[src/rtl/prog_loader.sv]
// Host byte-stream loader: assembles 16-bit words into the instruction RAM,
// verifies an XOR checksum, then starts the CPU and serves its fetches.
module prog_loader #(
  parameter int ADDR_W = 8,
  parameter int WORD_W = 16
) (
  input  logic              clock,
  input  logic              reset,
  input  logic [7:0]        rx_data,
  input  logic              rx_valid,
  output logic              rx_ready,
  input  logic [ADDR_W-1:0] i_addr,
  output logic [WORD_W-1:0] i_datain,
  output logic              cpu_enable,
  output logic              cpu_start,
  input  logic              stop_req,
  input  logic              clr_err,
  output logic              busy,
  output logic              chk_err,
  output logic [ADDR_W:0]   words_loaded
);

  localparam int DEPTH = 2 ** ADDR_W;

  typedef enum logic [2:0] {
    IDLE, HI, LO, CHK, START, RUN, ERR
  } state_t;

  state_t state, state_nx;

  logic [WORD_W-1:0] mem [DEPTH];
  logic [ADDR_W:0]   remaining;
  logic [ADDR_W:0]   words_cnt;
  logic [ADDR_W:0]   len_n;
  logic [ADDR_W-1:0] wr_addr;
  logic [7:0]        chk;
  logic [7:0]        hi_reg;
  logic              xfer;
  logic              we;

  assign rx_ready = (state == IDLE) || (state == HI)
                 || (state == LO) || (state == CHK);
  assign xfer = rx_valid && rx_ready;
  assign we   = xfer && (state == LO) && !reset;

  // LEN of zero encodes a full 256-word image
  assign len_n = (rx_data == 8'd0) ? (ADDR_W+1)'(DEPTH)
                                   : (ADDR_W+1)'(rx_data);

  assign cpu_start    = (state == START);
  assign cpu_enable   = (state == START) || (state == RUN);
  assign chk_err      = (state == ERR);
  assign busy         = (state != IDLE);
  assign words_loaded = words_cnt;
  assign i_datain     = mem[i_addr];

  always_ff @(posedge clock) begin
    if (reset) state <= IDLE;
    else       state <= state_nx;
  end

  always_comb begin
    state_nx = state;
    unique case (state)
      IDLE:  if (xfer) state_nx = HI;
      HI:    if (xfer) state_nx = LO;
      LO:    if (xfer) state_nx = (remaining == 1) ? CHK : HI;
      CHK:   if (xfer) state_nx = (rx_data == chk) ? START : ERR;
      START: state_nx = RUN;
      RUN:   if (stop_req) state_nx = IDLE;
      ERR:   if (clr_err) state_nx = IDLE;
      default: state_nx = IDLE;
    endcase
  end

  always_ff @(posedge clock) begin
    if (reset) begin
      remaining <= '0;
      words_cnt <= '0;
      wr_addr   <= '0;
      chk       <= '0;
      hi_reg    <= '0;
    end else if (xfer) begin
      unique case (state)
        IDLE: begin
          remaining <= len_n;
          wr_addr   <= '0;
          chk       <= rx_data;
          words_cnt <= '0;
        end
        HI: begin
          hi_reg <= rx_data;
          chk    <= chk ^ rx_data;
        end
        LO: begin
          chk       <= chk ^ rx_data;
          wr_addr   <= wr_addr + 1'b1;
          words_cnt <= words_cnt + 1'b1;
          remaining <= remaining - 1'b1;
        end
        default: ;
      endcase
    end
  end

  // RAM is deliberately left out of reset so a reset keeps the image
  always_ff @(posedge clock) begin
    if (we) mem[wr_addr] <= {hi_reg, rx_data};
  end

endmodule
[config.mk]
export PLATFORM = sky130hd
export DESIGN_NAME = prog_loader
export DESIGN_NICKNAME = d
export VERILOG_FILES = /design/src/rtl/prog_loader.sv
export SDC_FILE = /design/constraint.sdc
export NUM_CORES = 2
export LEC_CHECK = 0
export ABC_AREA = 1
export CORE_MARGIN = 2
export CORE_UTILIZATION = 50
export DETAILED_ROUTE_END_ITERATION = 8
export PLACE_DENSITY = 0.65
export SYNTH_ARGS = -nofsm -noshare
export SYNTH_HDL_FRONTEND = slang
export SYNTH_SLANG_ARGS = --single-unit
[constraint.sdc]
create_clock -name clock -period 9.8 [get_ports clock]
set_clock_uncertainty 0.1 [all_clocks]
set_input_delay 0.98 -clock clock [delete_from_list [all_inputs] [get_ports clock]]
set_output_delay 0.98 -clock clock [all_outputs]
set_load 0.03 [all_outputs]
==> results.md <==
- The clock tree from TritonCTS is done.
- In this run, post-CTS repair resized a total of 0 instances.
- The reported net switching power is approximately 8.6 mW.
- The worst min-delay path category is input port to register.
- The number of distinct library cell variants in the gate-level netlist after synthesis is 40.
- Synthesis handed over a netlist of 13900 instances.
- Setup repair after global routing left no endpoint under its margin.
- After synthesis the cells add up to 0.168 mm².
- The number of enable-type register cells in the synthesized netlist is between 4000 and 5000.
- Of the total power, the share spent switching nets is 0.230.
- In this run the remaining antenna-violating nets after routing total 0.
- Entering global routing, the biggest net connects 207 pins.
- The accumulated negative setup slack is 0 ns.
- The maximum operating frequency is 141 MHz.
- The share of post-route cells with drive strength above 1 is 0.0732.
- Of the post-synthesis cell area, the dominant cell type holds 0.734.
- The headroom to the max-slew limit is 0.0571.
- The cell at the root of the clock tree is sky130_fd_sc_hd__clkbuf_16.
- After the first detailed-routing iteration, the DRC count stood at around 16000.
- The number of clock sinks is slightly above 4000.
- Of the total power, the clock network draws 0.411.
- The cell internal power dissipation is between 20 and 30 mW.
- The die is around 600 µm tall.
- The hold path startpoint is rx_data[6].
- The routability congestion estimate is between 0.8 and 0.9.
- The post-placement cell count is approximately 18000.
- The pre-antenna-repair detailed-routing pass consisted of 6 iterations.
- Of the total power, registers draw 0.527.
- The critical path in this run is classified as input port to output pin.
- The biggest cell delay along the critical path is between 0.8 and 0.9 ns.
- In this run the post-CTS setup repair buffer count came out at 0.
- The transition time at the pin with the least slew margin is around 1.4 ns.
- The utilization after layout is 0.555.
- The via count of the first global-routing pass came to between 100k and 150k.
- The share of flip-flops with an asynchronous set or reset is 0.
- The number of hold-slack violations in the final timing report is 0.
- The placed cell area is 0.172 mm².
- The post-route clock period utilization is 0.721.
- The main flop type after synthesis is sky130_fd_sc_hd__edfxtp_1.
- The count of final setup violators is 0.
- The boundary pin count is 51.
- The run finished with clean final reports.
- The analysis attributes to cell leakage a power of 64.2 nW.
- The overall via count from detail_route is about 110k.
- In this run the number of H-tree levels came out at 5.
- The finished layout holds approximately 19000 standard cells, fillers aside.
- The clock transition time at the flip-flop clock pins of the worst setup and hold paths is roughly 0.060 ns.
- The slowest stage cell on the critical path is sky130_fd_sc_hd__buf_4.
- The share of total power dissipated in combinational logic is 0.062.
- The number of register bits inferred by synthesis is 4141.
- The post-synthesis cell type with the largest combined area is sky130_fd_sc_hd__edfxtp_1.
- The launch point of the critical path is i_addr[0].
- The net count of the finished layout is approximately 14000.
- After synthesis, the cell types taking the most area are sky130_fd_sc_hd__edfxtp_1 73%, sky130_fd_sc_hd__nand3_1 12%, sky130_fd_sc_hd__nand2_1 9.5%, sky130_fd_sc_hd__buf_2 1.5%, sky130_fd_sc_hd__nor2_1 0.73%.
- For this design the ratio of total power to cell area is approximately 200 mW/mm².
- The signal on the critical path passes through buf_16 -> buf_12 -> buf_4 -> nand2_1 -> nand3_1 -> nand3_1 -> nand3_1 -> nand3_1 -> nand3_1 -> nand3_1 -> nand2_1 -> nand2_1 -> nand2_1 -> clkdlybuf4s50_1.
- The finished layout cell area is 0.185 mm².
- The CTS buffer count is 412.
- The wire length of the first global-routing pass is about 700000 µm.
- From left edge to right edge, the die measures ~580 µm.
- Averaged over all synthesized cells, the footprint is roughly 12 µm².
- The total nets after synthesis is about 14000.
- The worst setup path is launched from an input port.
- For this run, design rule violations remaining after detail routing come to 0.
- In this run the critical register-to-register path is launched from state[1].
- Buffers placed on the I/O ports in this run total 50.
- The final count of pins violating max slew was 0.
- The routed via count divided by cell count is around 6.
- The kind of capture point of the worst setup path is an output pin.
- Among the stages of the critical path, the cell type that occurs most often is sky130_fd_sc_hd__nand3_1.
- The overflow left after global routing is 0.
- The design draws about 37 mW.
- The worst-case IR drop observed on VDD is approximately 0.16 mV.
- The die covers 0.340 mm².
- The deepest clock path buffer count is 4.
- The hold buffer count at CTS is 0.
- The number of cell rows is 212.
- The synthesis-to-finish area growth is 10.5%.
- Data on the critical path is required at its endpoint by just under 9 ns.
- Along the worst path, the maximum fanout reaches about 140.
- The data arrival time at the worst-slack endpoint is 5.99 ns.
- Wires add up to 482000 µm.
- The initial antenna violation count is 20.
- More flip-flops sit in one register than any other, and that register is mem.
- The share of the Yosys chip area taken by registers is 0.739.
- The area inside the core boundary is 0.333 mm².
- The total of max-cap violations is 0.
- The initial utilization of the core area, before any placement, comes to 0.503.
- For the finished layout, the period the worst path requires is around 7.1 ns.
- For this run, the total global-route usage over all layers was measured as 0.278.
- Summed over all nets, the half-perimeter wirelength after detailed placement is between 200000 and 300000 µm.
- At the later pin of the worst-skew pair, clock insertion delay measures about 1 ns.
- The number of warnings issued by yosys is 0.
- The register with the most flip-flops in the layout has roughly 4100 of them.
- The routed wirelength normalized by instance count is 25.9 µm.
-- cell families after synthesis --
group,after synthesis,synth area share
fa+ha+maj,7,0.000523
buf+inv,1015,0.0325
flops,4141,0.739
simple gates,8649,0.224
compound gates,86,0.00278
xor+xnor,11,0.000575
-- cells in the final DEF (no fill, tap or decap), types with 11 or more instances in the layout --
master and instances:
sky130_fd_sc_hd__edfxtp_1 4096, sky130_fd_sc_hd__nand2_1 4250, sky130_fd_sc_hd__bufinv_16 29, sky130_fd_sc_hd__buf_4 373
sky130_fd_sc_hd__dfxtp_1 37, sky130_fd_sc_hd__inv_1 77, sky130_fd_sc_hd__buf_12 44, sky130_fd_sc_hd__nor2_1 325
sky130_fd_sc_hd__inv_6 12, sky130_fd_sc_hd__o21ai_0 36, sky130_fd_sc_hd__a21oi_1 33, sky130_fd_sc_hd__clkinv_1 90
sky130_fd_sc_hd__diode_2 13, sky130_fd_sc_hd__nand3_1 4038, sky130_fd_sc_hd__clkbuf_16 415, sky130_fd_sc_hd__buf_8 11
sky130_fd_sc_hd__clkbuf_1 100, sky130_fd_sc_hd__clkdlybuf4s50_1 32, sky130_fd_sc_hd__clkinv_2 88
-- critical path, delay by kind of cell --
kind / cells / cell delay (ns)
buf+inv: 4 / 2.42
simple gates: 10 / 2.15
-- stage by stage --
step / hold slack (ns) / setup WS (ns)
floorplan: 0.350 / 5.45
global placement: 0.364 / 2.88
detailed placement: 0.368 / 2.89
CTS: 0.316 / 2.90
global route: 0.327 / 2.71
finish: 0.342 / 2.73
-- layer usage --
| metal | wire, µm | GRT usage | share of wire |
|---|---|---|---|
| met1 | 189000 | 0.392 | 0.39 |
| met2 | 221000 | 0.427 | 0.46 |
| met3 | 52200 | 0.0562 | 0.11 |
| met4 | 19000 | 0.105 | 0.039 |
| met5 | 55 | 0 | 0.00011 |
-- layout make-up --
class / instances / area, µm²
fill: 26700 / 148000
timing repair buffer: 463 / 4210
multi-input combinational: 8753 / 38300
clock buffer: 515 / 10800
inverter: 87 / 379
antenna: 13 / 32.5
tap: 4387 / 5490
clock inverter: 239 / 2090
sequential: 4141 / 124000
-- power by group through the flow --
stage	Clock, mW	Sequential [mW]	Combinational, mW
after global placement	0	19.9	2.25
final	15.3	19.6	2.32
after detailed placement	0	19.9	2.28
after floorplan	0	20.0	1.25
after CTS	15.4	19.6	2.28
after global routing	16.1	19.6	2.47
-- Yosys cell counts (33+ instances only) --
| master | n |
|---|---|
| sky130_fd_sc_hd__a21oi_1 | 33 |
| sky130_fd_sc_hd__dfxtp_1 | 45 |
| sky130_fd_sc_hd__nor2_1 | 326 |
| sky130_fd_sc_hd__buf_4 | 148 |
| sky130_fd_sc_hd__clkbuf_1 | 118 |
| sky130_fd_sc_hd__buf_1 | 99 |
| sky130_fd_sc_hd__buf_2 | 505 |
| sky130_fd_sc_hd__nand2_1 | 4260 |
| sky130_fd_sc_hd__nand3_1 | 4038 |
| sky130_fd_sc_hd__edfxtp_1 | 4096 |
| sky130_fd_sc_hd__inv_1 | 79 |
| sky130_fd_sc_hd__buf_6 | 57 |
| sky130_fd_sc_hd__o21ai_0 | 36 |
-- worst paths after layout --
check                  to  slack (ns)  cells past startpoint
max          i_datain[14]        2.73                     14
min reg2reg  remaining[5]        0.37                      2
min           mem[239][6]        0.34                      1
max reg2reg   mem[104][1]        5.15                      9
Note: power is estimated with default switching activity, not from simulation.
